===== src/rtl/fpadd_special_out_pkg.sv =====
// Shared format constants and special-result selection helpers for the FP
// adder special path. Format is single precision.
package fpadd_special_out_pkg;

  localparam int WIDTH = 32;
  localparam int WSIG  = 23;
  localparam int WEXP  = WIDTH - 1 - WSIG;

  // Significand MSB: set to quiet a NaN.
  localparam logic [WIDTH-1:0] QUIET_BIT = {{(WIDTH-WSIG){1'b0}}, 1'b1, {(WSIG-1){1'b0}}};

  // Default quiet NaN, also used by the adder normal path.
  localparam logic [WIDTH-1:0] QNAN = {1'b0, {WEXP{1'b1}}, 1'b1, {(WSIG-1){1'b0}}};

  typedef enum logic [2:0] {
    SEL_NONE,
    SEL_ANAN,
    SEL_BNAN,
    SEL_DNAN,
    SEL_AINF,
    SEL_BINF
  } sel_t;

  // Priority pick of which special result applies.
  function automatic sel_t pick_special(
    input logic anan,
    input logic bnan,
    input logic ainf,
    input logic binf,
    input logic sign_diff
  );
    if (anan)                          return SEL_ANAN;
    else if (bnan)                     return SEL_BNAN;
    else if (ainf && binf && sign_diff) return SEL_DNAN;
    else if (ainf)                     return SEL_AINF;
    else if (binf)                     return SEL_BINF;
    else                               return SEL_NONE;
  endfunction

endpackage


===== src/rtl/fpadd_special_out_sel.sv =====
// Combinational special-result select: NaN propagation, inf-inf default NaN,
// signed infinity, and invalid-operation detection. Shared with the multiplier.
module fpadd_special_sel
  import fpadd_special_out_pkg::*;
(
  input  logic [WIDTH-1:0] a,
  input  logic [WIDTH-1:0] b,
  input  logic             op_sub,
  input  logic             ainf,
  input  logic             binf,
  input  logic             anan,
  input  logic             bnan,
  input  logic             asignan,
  input  logic             bsignan,
  input  logic             specinput,
  output logic [WIDTH-1:0] result,
  output logic             result_special,
  output logic             invalid
);

  logic sb;
  sel_t sel;

  // b's sign as seen by the adder after the add/sub inversion.
  assign sb  = b[WIDTH-1] ^ op_sub;
  assign sel = pick_special(anan, bnan, ainf, binf, a[WIDTH-1] != sb);

  // Build the selected pattern; forced to zero when not a special case so the
  // output is clean for the normal-path mux.
  always_comb begin
    result = '0;
    unique case (sel)
      SEL_ANAN: result = a | QUIET_BIT;
      SEL_BNAN: result = b | QUIET_BIT;
      SEL_DNAN: result = QNAN;
      SEL_AINF: result = a;
      SEL_BINF: result = {sb, {WEXP{1'b1}}, {WSIG{1'b0}}};
      default:  result = '0;
    endcase
    if (!specinput) result = '0;
  end

  assign invalid        = asignan | bsignan | (sel == SEL_DNAN);
  assign result_special = specinput;

endmodule


===== src/rtl/fpadd_special_out.sv =====
// Two-stage valid/ready pipeline around the special-result select, with a
// sticky invalid flag and a saturating count of special results delivered.
module fpadd_special_out
  import fpadd_special_out_pkg::*;
(
  input  logic             clk,
  input  logic             reset,
  input  logic             in_valid,
  output logic             in_ready,
  input  logic [WIDTH-1:0] a,
  input  logic [WIDTH-1:0] b,
  input  logic             op_sub,
  input  logic             ainf,
  input  logic             binf,
  input  logic             anan,
  input  logic             bnan,
  input  logic             asignan,
  input  logic             bsignan,
  input  logic             specinput,
  output logic             out_valid,
  input  logic             out_ready,
  output logic [WIDTH-1:0] result,
  output logic             result_special,
  output logic             invalid,
  input  logic             clear_sticky,
  output logic             sticky_invalid,
  output logic [7:0]       spec_count
);

  logic [WIDTH-1:0] sel_result;
  logic             sel_special;
  logic             sel_invalid;

  logic             s1_valid;
  logic [WIDTH-1:0] s1_result;
  logic             s1_special;
  logic             s1_invalid;

  logic             s2_valid;
  logic [WIDTH-1:0] s2_result;
  logic             s2_special;
  logic             s2_invalid;

  logic             s2_load;
  logic             xfer;

  fpadd_special_sel u_sel (
    .a              (a),
    .b              (b),
    .op_sub         (op_sub),
    .ainf           (ainf),
    .binf           (binf),
    .anan           (anan),
    .bnan           (bnan),
    .asignan        (asignan),
    .bsignan        (bsignan),
    .specinput      (specinput),
    .result         (sel_result),
    .result_special (sel_special),
    .invalid        (sel_invalid)
  );

  assign s2_load  = ~s2_valid | out_ready;
  assign in_ready = ~s1_valid | ~s2_valid | out_ready;
  assign xfer     = s2_valid & out_ready;

  // Stage 1: capture the selected result; bubbles load zeros.
  always_ff @(posedge clk or posedge reset) begin
    if (reset) begin
      s1_valid   <= 1'b0;
      s1_result  <= '0;
      s1_special <= 1'b0;
      s1_invalid <= 1'b0;
    end else if (in_ready) begin
      s1_valid   <= in_valid;
      s1_result  <= in_valid ? sel_result : '0;
      s1_special <= in_valid & sel_special;
      s1_invalid <= in_valid & sel_invalid;
    end
  end

  // Stage 2: output register, holds while downstream stalls.
  always_ff @(posedge clk or posedge reset) begin
    if (reset) begin
      s2_valid   <= 1'b0;
      s2_result  <= '0;
      s2_special <= 1'b0;
      s2_invalid <= 1'b0;
    end else if (s2_load) begin
      s2_valid   <= s1_valid;
      s2_result  <= s1_valid ? s1_result : '0;
      s2_special <= s1_valid & s1_special;
      s2_invalid <= s1_valid & s1_invalid;
    end
  end

  assign out_valid      = s2_valid;
  assign result         = s2_result;
  assign result_special = s2_special;
  assign invalid        = s2_invalid;

  // Sticky invalid: a set on a transfer beats a same-cycle clear.
  always_ff @(posedge clk or posedge reset) begin
    if (reset)                  sticky_invalid <= 1'b0;
    else if (xfer & s2_invalid) sticky_invalid <= 1'b1;
    else if (clear_sticky)      sticky_invalid <= 1'b0;
  end

  // Saturating count of special results handed downstream.
  always_ff @(posedge clk or posedge reset) begin
    if (reset)                                          spec_count <= 8'd0;
    else if (xfer && s2_special && spec_count != 8'hFF) spec_count <= spec_count + 8'd1;
  end

endmodule

===== config.mk =====
export PLATFORM = sky130hd
export DESIGN_NAME = fpadd_special_out
export DESIGN_NICKNAME = d
export VERILOG_FILES = /design/src/rtl/fpadd_special_out_pkg.sv /design/src/rtl/fpadd_special_out_sel.sv /design/src/rtl/fpadd_special_out.sv
export SDC_FILE = /design/constraint.sdc
export NUM_CORES = 1
export LEC_CHECK = 0
export CAP_MARGIN = 20
export CORE_UTILIZATION = 45
export CTS_CLUSTER_SIZE = 28
export DETAILED_ROUTE_END_ITERATION = 10
export HOLD_SLACK_MARGIN = 0.12
export PLACE_DENSITY_LB_ADDON = 0.05
export SKIP_LAST_GASP = 1
export SYNTH_ARGS = -nofsm -noshare
export SYNTH_HDL_FRONTEND = slang
export SYNTH_SLANG_ARGS = --single-unit

===== constraint.sdc =====
create_clock -name clk -period 3.1 [get_ports clk]
set_input_delay 0.31 -clock clk [delete_from_list [all_inputs] [get_ports clk]]
set_output_delay 0.31 -clock clk [all_outputs]
set_load 0.01 [all_outputs]

==> flow_summary.ini <==
[die]
initial_core_util = 0.466
coreArea_um2 = 7290
die_x_um = 88.9
dieArea_um2 = 7900
io_pins = 122
die_h_um = 88.9
core.rowCount = 31

[finish]
instances_no_fill = 554
num_antenna_cells = 0
syn_to_final_growth_pct = 44.0
drive_gt1_frac = 0.0659
register_area_um2 = 1980
multi_input_area_um2 = 1210
fill_cells = 641
nNetsFinal = 529

[flow_run]
cap_violations = 0

[clock_tree]
cts_tree = done
cts_resized = 0
root_buffer = clkbuf_8
cts_buffers = 9
cts_hold_buf = 0
clkLatencyLatePin_ns = 0.34
clock_sinks = 79
clkTransAtPathRegs_ns = 0.08
post_cts_buffers = 0
cts_htree_levels = 3
cts-root-to-sink-buffers = 2

[power]
cellPowerDensity_nw_per_um2 = 482
ir_worst_vdd_mv = 0.275
power.leakage_nw = 2.26
power.total_mw = 2.36

[timing]
hold_viol = 0
fmax_mhz = 411
totalNegativeSetupSlack_ns = 0
fin_skew_ns = 0.0103
finalMaxSlewViolations = 0
tightest_slew_ns = 0.541
fin_crit_sh = 0.784
final-setup-viol-count = 0
slew_headroom = 0.639
period_minus_slack_ns = 2.43
grt_setup_unrepaired = false

[run_status]
status = completed

[synth]
synth_warnings = 0
ys.flop_type = dfrtp_1
synthDistinctLibCells = 35
mappedNetlistNets = 413
postSynthCellCount = 335
ys_seq_area_frac = 0.582
synth_seq_cells = 79
yosys.cell_count.top_type = nand2_1
synth_top_area_frac = 0.582
async_reset_ff_frac = 1.00
synth_area_um2 = 3400
synth_edf_count = 0
avgSynthCellArea_um2 = 10.1
synth_area_leaders = dfrtp_1, nand2_1, a222oi_1
synth_top_cell_by_area = dfrtp_1
yosys-top-cells-count = nand2_1, dfrtp_1, o21ai_0

[place]
dpl.hpwl_um = 5300
placed_cells = 539
io_buffers = 120
globalplace.congestion = 0.815

[grt]
grt_use_total = 0.211
grt_pass1_vias = 2683
antenna_found_initial = 0
gr-total-overflow = 0
grt_pass1_wl_um = 12500
grt_max_degree = 80

[critical_path]
startpoint_type = primary input
rrSetupSlack_ns = 1.09
critical_path_class = primary input to primary output
cpMaxStageDelayCell = clkdlybuf4s50_1
arrival_ns = 2.12
max_stage_delay_ns = 0.51
critPathMaxFanout = 37
path_cells = clkdlybuf4s50_1, and3b_1, buf_4, inv_1, clkdlybuf4s50_1
crit_path_frequent_cell = clkdlybuf4s50_1
endpoint_kind = primary output
cp.required_ns = 2.79

[route]
drt_wl_total_um = 7870
drc = 0
antenna_left = 0
via_per_inst = 5.17
num_vias = 2865
dr.pass1.iters = 5
drt_iter0_drc = 226
routedWlPerCell_um = 14.2

[hold_path]
min_path_type = primary input to async pin
-- final cells by class --
cell class	count	area share
inverter	29	0.0225
multi-input combinational	205	0.248
clock inverter	5	0.0123
timing repair buffer	127	0.262
tap	99	0.0253
sequential	79	0.404
clock buffer	10	0.0261
-- report_power, final --
part,total (mW),internal (mW),switching [mW]
sequential,1.18,1.11,0.0640
clock,0.732,0.369,0.363
combinational,0.449,0.251,0.198
total,2.36,1.73,0.625
-- final timing paths --
path	cells past startpoint	from	to
setup / recovery	5	out_ready	in_ready
min in group clk	2	result[4]	result[4]
hold / removal	3	reset	sticky_invalid
max in group asynchronous	3	reset	result[18]
hold reg to reg	2	result[4]	result[4]
setup reg to reg	5	out_valid	s1_result[26]
-- kinds of logic (layout without fill, tap and decap cells) --
logic type,Yosys count,count (layout),share of synthesized area
simple gates,115,115,0.148
compound gates,81,81,0.176
flops,79,79,0.582
buf+inv,51,171,0.0656
xor+xnor,8,8,0.0247
fa+ha+maj,1,1,0.00368
-- metrics by stage --
step | utilization | setup WS, ns | hold slack, ns | area (um^2)
4_1_cts | 0.671 | 0.665 | 0.386 | 4890
6_report | 0.671 | 0.669 | 0.379 | 4890
5_1_grt | 0.671 | 0.594 | 0.422 | 4890
2_1_floorplan | - | 0.767 | 0.417 | 3400
3_5_place_dp | 0.645 | 0.626 | 0.467 | 4700
3_3_place_gp | 0.645 | 0.631 | 0.460 | 4700
-- cells in the final DEF (no fill, tap or decap), types with 2 or more instances in the layout --
master and count:
a21oi_1 4, a222oi_1 29, a22o_1 2, buf_12 2
buf_4 5, clkbuf_8 9, clkdlybuf4s50_1 120, clkinv_2 2
clkinv_4 2, dfrtp_1 79, inv_1 28, nand2_1 80
nand2b_1 9, nand3_1 5, nand4_1 2, nor2_1 6
nor2_2 2, nor3_1 2, o21ai_0 40, or2_2 2
xnor2_1 4, xor2_1 3
-- sequential cells by signal, indices dropped and copies added, names as in the netlist --
signal,flops
invalid,1
sticky_invalid,1
out_valid,1
s1_valid,1
spec_count,8
s1_special,1
s1_result,32
result,32
s1_invalid,1
result_special,1
-- worst max-delay path, delay by kind of cell --
kind                   cells  cell delay, ns
and+or+nand+nor            1            0.31
buffers and inverters      4            1.50
-- per-layer routing --
metal | track usage | part of all wire | vias up
met2 | 0.361 | 0.50 | 95
met4 | 0.0924 | 0.018 | 0
met5 | 0 | 0 | -
met1 | 0.261 | 0.42 | 1360
li1 | - | - | 1400
met3 | 0.0401 | 0.065 | 10
(Power assumes the default switching activity.)
